[src/rtl/pipe_hazard_if.sv]
// Decode-side bundle of the hazard controller: instruction fields in, issue,
// stall, flush and forwarding controls out.
interface pipe_hazard_if #(
  parameter int REG_AW = 5,
  parameter int DEPTH  = 3
);
  localparam int SEL_W = $clog2(DEPTH + 1);

  logic              id_valid;
  logic [REG_AW-1:0] id_rs1;
  logic [REG_AW-1:0] id_rs2;
  logic              id_rs1_en;
  logic              id_rs2_en;
  logic [REG_AW-1:0] id_rd;
  logic              id_rd_we;
  logic              id_is_load;
  logic              id_is_ctrl;
  logic              redirect;
  logic              hold;

  logic              issue;
  logic              stall_id;
  logic              flush_ifid;
  logic              flush_idex;
  logic [SEL_W-1:0]  fwd_sel1;
  logic [SEL_W-1:0]  fwd_sel2;
  logic              ctrl_pending;

  modport master (
    output id_valid, id_rs1, id_rs2, id_rs1_en, id_rs2_en, id_rd, id_rd_we,
           id_is_load, id_is_ctrl, redirect, hold,
    input  issue, stall_id, flush_ifid, flush_idex, fwd_sel1, fwd_sel2,
           ctrl_pending
  );

  modport slave (
    input  id_valid, id_rs1, id_rs2, id_rs1_en, id_rs2_en, id_rd, id_rd_we,
           id_is_load, id_is_ctrl, redirect, hold,
    output issue, stall_id, flush_ifid, flush_idex, fwd_sel1, fwd_sel2,
           ctrl_pending
  );
endinterface

[src/rtl/pipe_hazard_ctrl.sv]
// Hazard/forwarding controller: DEPTH-stage destination scoreboard, load-use
// and no-forward stalls, and a redirect flush FSM with a SHADOW-cycle tail.
module pipe_hazard_ctrl #(
  parameter int REG_AW     = 5,
  parameter int DEPTH      = 3,
  parameter int FWD_EN     = 1,
  parameter int LOAD_STAGE = 2,
  parameter int SHADOW     = 2,
  parameter int ZERO_HARD  = 1
) (
  input  logic         clk,
  input  logic         rst,
  pipe_hazard_if.slave hz
);
  localparam int SEL_W = $clog2(DEPTH + 1);

  typedef enum logic [1:0] {ST_IDLE, ST_WAIT, ST_SHADOW} state_t;

  state_t            state;
  logic [3:0]        cnt;

  logic [DEPTH-1:0]  sb_v;
  logic [DEPTH-1:0]  sb_we;
  logic [DEPTH-1:0]  sb_ld;
  logic [REG_AW-1:0] sb_rd [DEPTH];

  logic              hit1, hit2;
  logic              early1, early2;
  logic [SEL_W-1:0]  sel1, sel2;
  logic              data_stall;
  logic              issue;

  // Youngest-match search: scan oldest to youngest so the lowest stage wins.
  always_comb begin
    hit1   = 1'b0;
    hit2   = 1'b0;
    early1 = 1'b0;
    early2 = 1'b0;
    sel1   = '0;
    sel2   = '0;
    for (int k = DEPTH - 1; k >= 0; k--) begin
      if (sb_v[k] && sb_we[k] && hz.id_rs1_en && (sb_rd[k] == hz.id_rs1) &&
          !((ZERO_HARD != 0) && (hz.id_rs1 == '0))) begin
        hit1   = 1'b1;
        early1 = sb_ld[k] && (k < LOAD_STAGE);
        sel1   = SEL_W'(k + 1);
      end
      if (sb_v[k] && sb_we[k] && hz.id_rs2_en && (sb_rd[k] == hz.id_rs2) &&
          !((ZERO_HARD != 0) && (hz.id_rs2 == '0))) begin
        hit2   = 1'b1;
        early2 = sb_ld[k] && (k < LOAD_STAGE);
        sel2   = SEL_W'(k + 1);
      end
    end
  end

  assign data_stall = (FWD_EN != 0) ? (early1 | early2) : (hit1 | hit2);

  assign issue = hz.id_valid & ~data_stall & ~hz.hold & ~hz.redirect &
                 (state == ST_IDLE);

  assign hz.issue        = issue;
  assign hz.stall_id     = hz.hold | data_stall | (state == ST_WAIT);
  assign hz.flush_ifid   = hz.redirect | (state == ST_WAIT) | (state == ST_SHADOW);
  assign hz.flush_idex   = ~hz.hold & ~issue;
  assign hz.fwd_sel1     = ((FWD_EN != 0) && hit1 && !early1) ? sel1 : '0;
  assign hz.fwd_sel2     = ((FWD_EN != 0) && hit2 && !early2) ? sel2 : '0;
  assign hz.ctrl_pending = (state != ST_IDLE);

  // ID -> stage 0 boundary; older entries shift toward WB, frozen under hold.
  always_ff @(posedge clk or negedge rst) begin
    if (!rst) begin
      sb_v <= '0;
    end else if (!hz.hold) begin
      sb_v[0] <= issue;
      for (int k = 1; k < DEPTH; k++) sb_v[k] <= sb_v[k-1];
    end
  end

  always_ff @(posedge clk) begin
    if (!hz.hold) begin
      sb_rd[0] <= hz.id_rd;
      sb_we[0] <= hz.id_rd_we;
      sb_ld[0] <= hz.id_is_load;
      for (int k = 1; k < DEPTH; k++) begin
        sb_rd[k] <= sb_rd[k-1];
        sb_we[k] <= sb_we[k-1];
        sb_ld[k] <= sb_ld[k-1];
      end
    end
  end

  // Redirect wins in every state and even under hold.
  always_ff @(posedge clk or negedge rst) begin
    if (!rst) begin
      state <= ST_IDLE;
      cnt   <= '0;
    end else if (hz.redirect) begin
      state <= ST_SHADOW;
      cnt   <= 4'(SHADOW);
    end else if (!hz.hold) begin
      case (state)
        ST_IDLE: if (issue && hz.id_is_ctrl) state <= ST_WAIT;
        ST_WAIT: state <= ST_WAIT;
        ST_SHADOW: begin
          if (cnt <= 4'd1) begin
            state <= ST_IDLE;
            cnt   <= '0;
          end else begin
            cnt <= cnt - 4'd1;
          end
        end
        default: state <= ST_IDLE;
      endcase
    end
  end
endmodule

[src/flat_wrapper.sv]
// flat-port wrapper written by rule: the top's interface ports become plain ports
module pipe_hazard_ctrl_flat 
#(
  parameter int REG_AW     = 5,
  parameter int DEPTH      = 3,
  parameter int FWD_EN     = 1,
  parameter int LOAD_STAGE = 2,
  parameter int SHADOW     = 2,
  parameter int ZERO_HARD  = 1
)
  (clk, rst, hz_id_valid, hz_id_rs1, hz_id_rs2, hz_id_rs1_en, hz_id_rs2_en, hz_id_rd, hz_id_rd_we, hz_id_is_load, hz_id_is_ctrl, hz_redirect, hz_hold, hz_issue, hz_stall_id, hz_flush_ifid, hz_flush_idex, hz_fwd_sel1, hz_fwd_sel2, hz_ctrl_pending);
  pipe_hazard_if #(.REG_AW(REG_AW), .DEPTH(DEPTH)) hz_i ();
  input  logic clk;
  input  logic rst;
  input wire logic [$bits(hz_i.id_valid)-1:0] hz_id_valid;
  input wire logic [$bits(hz_i.id_rs1)-1:0] hz_id_rs1;
  input wire logic [$bits(hz_i.id_rs2)-1:0] hz_id_rs2;
  input wire logic [$bits(hz_i.id_rs1_en)-1:0] hz_id_rs1_en;
  input wire logic [$bits(hz_i.id_rs2_en)-1:0] hz_id_rs2_en;
  input wire logic [$bits(hz_i.id_rd)-1:0] hz_id_rd;
  input wire logic [$bits(hz_i.id_rd_we)-1:0] hz_id_rd_we;
  input wire logic [$bits(hz_i.id_is_load)-1:0] hz_id_is_load;
  input wire logic [$bits(hz_i.id_is_ctrl)-1:0] hz_id_is_ctrl;
  input wire logic [$bits(hz_i.redirect)-1:0] hz_redirect;
  input wire logic [$bits(hz_i.hold)-1:0] hz_hold;
  output wire logic [$bits(hz_i.issue)-1:0] hz_issue;
  output wire logic [$bits(hz_i.stall_id)-1:0] hz_stall_id;
  output wire logic [$bits(hz_i.flush_ifid)-1:0] hz_flush_ifid;
  output wire logic [$bits(hz_i.flush_idex)-1:0] hz_flush_idex;
  output wire logic [$bits(hz_i.fwd_sel1)-1:0] hz_fwd_sel1;
  output wire logic [$bits(hz_i.fwd_sel2)-1:0] hz_fwd_sel2;
  output wire logic [$bits(hz_i.ctrl_pending)-1:0] hz_ctrl_pending;
  assign hz_i.id_valid = hz_id_valid;
  assign hz_i.id_rs1 = hz_id_rs1;
  assign hz_i.id_rs2 = hz_id_rs2;
  assign hz_i.id_rs1_en = hz_id_rs1_en;
  assign hz_i.id_rs2_en = hz_id_rs2_en;
  assign hz_i.id_rd = hz_id_rd;
  assign hz_i.id_rd_we = hz_id_rd_we;
  assign hz_i.id_is_load = hz_id_is_load;
  assign hz_i.id_is_ctrl = hz_id_is_ctrl;
  assign hz_i.redirect = hz_redirect;
  assign hz_i.hold = hz_hold;
  assign hz_issue = hz_i.issue;
  assign hz_stall_id = hz_i.stall_id;
  assign hz_flush_ifid = hz_i.flush_ifid;
  assign hz_flush_idex = hz_i.flush_idex;
  assign hz_fwd_sel1 = hz_i.fwd_sel1;
  assign hz_fwd_sel2 = hz_i.fwd_sel2;
  assign hz_ctrl_pending = hz_i.ctrl_pending;
  pipe_hazard_ctrl #(.REG_AW(REG_AW), .DEPTH(DEPTH), .FWD_EN(FWD_EN), .LOAD_STAGE(LOAD_STAGE), .SHADOW(SHADOW), .ZERO_HARD(ZERO_HARD)) u_core (.clk(clk), .rst(rst), .hz(hz_i));
endmodule
[config.mk]
export PLATFORM = sky130hd
export DESIGN_NAME = pipe_hazard_ctrl_flat
export DESIGN_NICKNAME = d
export VERILOG_FILES = /design/src/rtl/pipe_hazard_if.sv /design/src/rtl/pipe_hazard_ctrl.sv /design/src/flat_wrapper.sv
export SDC_FILE = /design/constraint.sdc
export NUM_CORES = 1
export LEC_CHECK = 0
export CORE_MARGIN = 5
export CORE_UTILIZATION = 50
export CTS_CLUSTER_DIAMETER = 150
export DETAILED_ROUTE_END_ITERATION = 12
export GPL_ROUTABILITY_DRIVEN = 0
export PLACE_DENSITY = 0.79
export REMOVE_ABC_BUFFERS = 1
export SYNTH_ARGS = -nofsm -noshare
export SYNTH_HDL_FRONTEND = slang
export SYNTH_SLANG_ARGS = --single-unit
[constraint.sdc]
create_clock -name clk -period 4.2 [get_ports clk]
set_clock_uncertainty 0.2 [all_clocks]
set_input_delay 0.84 -clock clk [delete_from_list [all_inputs] [get_ports clk]]
set_output_delay 0.84 -clock clk [all_outputs]
set_load 0.005 [all_outputs]
; Word-level counts from Yosys, hierarchy flattened
; Memory sizes are Yosys's and may differ from the RTL's.
; Index checks and enable logic that the tools add are counted.
[op_classes]
n_addsub = 1
n_lt_le_gt_ge = 1
n_eq_ne = 11
muxes = 28
bitwise_logic = 14
n_reduce_logical = 35
[ops]
columns = op, n
row1 = equality test 5 bit, 6
row2 = logical AND 1 bit, 24
row3 = two-way mux 2 bit, 12
row4 = two-way mux 4 bit, 4
row5 = two-way mux 1 bit, 11
row6 = logical NOT 5 bit, 2
row7 = "inequality test 3 bit, second input constant", 2
row8 = case mux 2 bit (3 select lines), 1
row9 = AND 1 bit, 5
row10 = bitwise OR 1 bit, 5
row11 = "<= comparator 4 x 1 -> 1 bit, second input constant", 1
row12 = logical NOT 1 bit, 4
row13 = inverter 1 bit, 4
row14 = nonzero test 2 bit, 2
row15 = "subtractor 4 x 1 -> 4 bit, second input constant", 1
row16 = AND reduction 3 bit, 1
row17 = "equality test 2 x 1 -> 1 bit, second input constant", 1
row18 = "equality test 2 bit, second input constant", 1
row19 = logical NOT 2 bit, 1
row20 = "inequality test 2 bit, second input constant", 1
row21 = AND reduction 2 bit, 1
[word_totals]
ff_bits = 14
ramBits = 15
output_inout_bits = 9
n_memories = 1
[mem_list]
columns = name, words, width, rd, rd_ports_with_merged_regs, wr, line
row1 = u_core.sb_rd, 3, 5, 3, 0, 3, pipe_hazard_ctrl.sv:25  ; logic [REG_AW-1:0] sb_rd [DEPTH];

; Logic depth before layout (Yosys ltp)
[logic_depth]
depth_word = 17
depth_mapped = 7

; Least setup slack after synthesis
; OpenSTA, ideal clock, no wires.
[synth_timing]
path_kind = input to output
from = in hz_id_rs1[2]
to = out hz_flush_idex
t_arrival_ns = 2.542
t_required_ns = 3.160
path_slack_ns = 0.618
cell_stages = 6
n_path_buf = 0
path_cell_list = or4_1 > o21ai_2 > nor4_2 > o21a_1 > or4_4 > and2_4
[synth_between]
elab_chain_len = 13
[synth_rtl]
columns = item, line
row1 = from (decl), flat_wrapper.sv:16  ; input wire logic [$bits(hz_i.id_rs1)-1:0] hz_id_rs1;
row2 = equality test 5 bit or logical NOT 5 bit (tied branches), "pipe_hazard_ctrl.sv:42, pipe_hazard_ctrl.sv:43"
row3 = logical AND 1 bit or logical NOT 1 bit (tied branches), "pipe_hazard_ctrl.sv:42, pipe_hazard_ctrl.sv:43"
row4 = logical AND 1 bit, pipe_hazard_ctrl.sv:42  ; if (sb_v[k] && sb_we[k] && hz.id_rs1_en && (sb_rd[k] == hz.id_rs1) &&
row5 = two-way mux 1 bit, pipe_hazard_ctrl.sv:42
row6 = two-way mux 1 bit (*), pipe_hazard_ctrl.sv:42
row7 = bitwise OR 1 bit (*), pipe_hazard_ctrl.sv:57  ; assign data_stall = (FWD_EN != 0) ? (early1 | early2) : (hit1 | hit2);
row8 = inverter 1 bit (*), pipe_hazard_ctrl.sv:59  ; assign issue = hz.id_valid & ~data_stall & ~hz.hold & ~hz.redirect &
row9 = AND 1 bit (*) (4 in series), pipe_hazard_ctrl.sv:59
row10 = inverter 1 bit (*), pipe_hazard_ctrl.sv:65  ; assign hz.flush_idex = ~hz.hold & ~issue;
row11 = AND 1 bit (*), pipe_hazard_ctrl.sv:65
row12 = to (decl), flat_wrapper.sv:29  ; output wire logic [$bits(hz_i.flush_idex)-1:0] hz_flush_idex;
; Mark *: on every way between the ends. The rest lies on a longest branch, timed or not.

; Final worst setup path
[layout_timing]
from = in hz_id_rs2[3]
to = out hz_flush_idex
[layout_between]
elab_chain_len = 13
[layout_rtl]
columns = item, line
row1 = from (decl), flat_wrapper.sv:17  ; input wire logic [$bits(hz_i.id_rs2)-1:0] hz_id_rs2;
row2 = equality test 5 bit or logical NOT 5 bit (tied branches), "pipe_hazard_ctrl.sv:48, pipe_hazard_ctrl.sv:49"
row3 = logical AND 1 bit or logical NOT 1 bit (tied branches), "pipe_hazard_ctrl.sv:48, pipe_hazard_ctrl.sv:49"
row4 = logical AND 1 bit, pipe_hazard_ctrl.sv:48  ; if (sb_v[k] && sb_we[k] && hz.id_rs2_en && (sb_rd[k] == hz.id_rs2) &&
row5 = two-way mux 1 bit, pipe_hazard_ctrl.sv:48
row6 = two-way mux 1 bit (*), pipe_hazard_ctrl.sv:48
row7 = bitwise OR 1 bit (*), pipe_hazard_ctrl.sv:57
row8 = inverter 1 bit (*), pipe_hazard_ctrl.sv:59
row9 = AND 1 bit (*) (4 in series), pipe_hazard_ctrl.sv:59
row10 = inverter 1 bit (*), pipe_hazard_ctrl.sv:65
row11 = AND 1 bit (*), pipe_hazard_ctrl.sv:65
; Marks and branches as above.

==> results.tsv <==
metric	value	unit
result_of_the_run	finished with violations	
violations	negative setup slack	
finalMaxSlewViolations	0	
antenna-diode-count	0	
place_area	0.00204	mm^2
cts-root-buf	sky130_fd_sc_hd__clkbuf_4	
asyncSetResetFlopFracSynth	31.0	%
synth_sequential_area_ratio	53.4	%
worstSkewPairLatency	0.33	ns
vias	1295	
drc	0	
die-width	65.6	um
path_buf_inv	2	
cts_inserted_buffers	5	
achievable-frequency	0.237	GHz
power	634	uW
final_cycle_utilization_of_the_critical_path	100	%
postLayoutSetupSlackWorst	-0.0179	ns
most_common_cell_after_layout_fill_and_taps_aside	sky130_fd_sc_hd__xnor2_1	
drt-initial-drc-count	87	
critical_path.max_fanout	3	
pwr_density_cell	286	mW/mm^2
initial_antenna_violation_count	0	
place.port_buffers	33	
detail_route.vias_per_cell	5.73	
wirelength	3.99	mm
i_o_pins	34	
p_leak	0.000918	uW
cap_viol_max_count	0	
worst_setup_path_start_kind	primary input	
clock_tree_from_tritoncts	built	
ys.warnings.count	0	
areaGrowthSynthToFinish	43.4	%
setup_crit_path_kind	in2out	
post_synth_instance_area	0.00155	mm^2
fp.coreArea	0.00300	mm^2
path_clk_slew	0.08	ns
synth_enable_flop_cells	20	
fp.dieArea	0.00431	mm^2
cp_slowest_cell	sky130_fd_sc_hd__or4_4	
fin_tns_setup	-0.0179	ns
kind_of_cell_with_the_highest_combined_delay_on_the_critical_path	simple AND/OR/NAND/NOR gates	
ctsHtreeMaxLevel	2	
routedWlPerCell	17.6	um
largest_net_degree_at_the_start_of_global_routing	25	
design_area	0.00222	mm^2
final_util	73.9	%
cts-root-to-sink-buffers	2	
grt.overflow.total	0	
period_minus_slack	4.22	ns
floorplan.initialDensity	51.5	%
worst_ep_required_time	3.16	ns
cp_max_stage_delay	0.59	ns
ant_nets	0	
postSynthCellCount	132	
setup_viol	1	
hpwlAfterDp	2.85	mm
timing.max_slew.rel_slack	66.8	%
pre_cts_ws	-0.445	ns
grt_first_pass_wirelength	6.40	mm
final_cell_mix	25 x sky130_fd_sc_hd__xnor2_1, 20 x sky130_fd_sc_hd__edfxtp_1, 19 x sky130_fd_sc_hd__buf_4, 17 x sky130_fd_sc_hd__clkdlybuf4s50_1, 9 x sky130_fd_sc_hd__dfrtp_1	
final_layout_size_suffix_gt1_share	25.9	%
iteration_count_of_the_initial_detailed_routing_pass	4	
syn_area_per_cell	11.7	um^2
finish.net_count	219	
postSynthRegisterBits	29	
cell_chain_of_the_critical_path	dlymetal6s2s_1, xnor2_1, nand4_1, or4_4, and3_4, or4_4, and2_4, dlygate4sd2_1	
cp.arrival	3.18	ns
via_count_of_the_first_global_routing_pass	1352	
worst_setup_path_end_kind	output port	
die_height	65.6	um
finalHoldViolations	0	
yosys_most_used_dff	sky130_fd_sc_hd__edfxtp_1	
ys_types	33	
clkSinkCount	29	
grt_use_total	19.6	%
worst_path_most_repeated_cell	sky130_fd_sc_hd__or4_4	
max-vdd-ir-drop	228	uV
max_slew.worst_pin.slew	0.495	ns
filler_cell_count	204	
placementRows	20	
type_of_the_worst_min_delay_path	reg2reg	
## cells by family after synthesis
kind of cell | Yosys count | share of synthesized area (%)
simple gates | 41 | 16.2
xor+xnor | 30 | 17.0
flops | 29 | 53.4
compound gates | 17 | 6.88
buf+inv | 9 | 2.18
mux | 4 | 2.75
fa+ha+maj | 2 | 1.62
## layer usage
layer  vias up  global-route usage (%)  part of all wire [%]
met5         -                       0                     0
met4         0                    6.48                   2.4
met3        10                    5.47                   6.7
met2        53                    32.9                    51
met1       628                    24.2                    40
li1        604                       -                     -
## where the power goes
| part | internal, uW | switching [uW] |
|---|---|---|
| combinational | 69.1 | 60.0 |
| sequential | 329 | 20.6 |
| clock | 60.3 | 95.0 |
| total | 459 | 176 |
## timing repair
item / CTS / global route
hold buffers: 0 / 0
pin swaps: 6 / 12
endpoints found under the setup margin: 7 / 6
setup buffers: 2 / 2
gates resized for setup: 25 / 17
## registers in the layout, indices dropped and copies added (netlist names)
name	cells
u_core.sb_ld	2
u_core.cnt	4
u_core.state	2
u_core.sb_v	3
u_core.sb_rd	15
u_core.sb_we	3
## synth_stat cells (4+ instances only)
library cell               instances  area (um^2)
sky130_fd_sc_hd__xnor2_1          26          228
sky130_fd_sc_hd__xor2_1            4         35.0
sky130_fd_sc_hd__nand2_1           7         26.3
sky130_fd_sc_hd__inv_1             8         30.0
sky130_fd_sc_hd__nor2_1            4         15.0
sky130_fd_sc_hd__dfrtp_1           9          225
sky130_fd_sc_hd__edfxtp_1         20          601
sky130_fd_sc_hd__nand4_1           6         37.5
sky130_fd_sc_hd__or4_1             7         52.6
sky130_fd_sc_hd__a21oi_1           6         30.0
## worst register-to-register path, delay by kind of cell (launching register included)
| family | cells | cell delay [ns] |
|---|---|---|
| XOR/XNOR | 1 | 0.26 |
| buffers and inverters | 1 | 0.16 |
| AO/OA/AOI/OAI | 1 | 0.11 |
| flip-flops | 1 | 0.44 |
| AND/OR/NAND/NOR | 4 | 1.51 |
## layout make-up
class                   count  area (um^2)  area share [%]
inverters                   8         30.0            1.35
clock inverters             3         12.5           0.564
well taps                  33         41.3            1.86
multi-input cells          94          779            35.1
repair buffers             54          492            22.2
clock buffers               5         37.5            1.69
flip-flops and latches     29          826            37.2
## stage by stage
step / hold WS (ns) / std cells
global placement: 0.231 / 214
detailed placement: 0.240 / 214
CTS: 0.267 / 224
global route: 0.291 / 226
floorplan: 0.226 / 131
finish: 0.265 / 226
## worst paths after layout
check | from | to | slack, ns | depth (start not counted)
setup / recovery | hz_id_rs2[3] | hz_flush_idex | -0.02 | 8
hold / removal | u_core.sb_we[0] | u_core.sb_we[1] | 0.27 | 0
setup reg to reg | u_core.sb_rd[0][3] | u_core.state[0] | 1.46 | 7
min in group asynchronous | rst | u_core.state[0] | 0.60 | 1
max in group asynchronous | rst | u_core.cnt[3] | 2.91 | 1
hold reg to reg | u_core.sb_we[0] | u_core.sb_we[1] | 0.27 | 0
(Power assumes the default switching activity.)
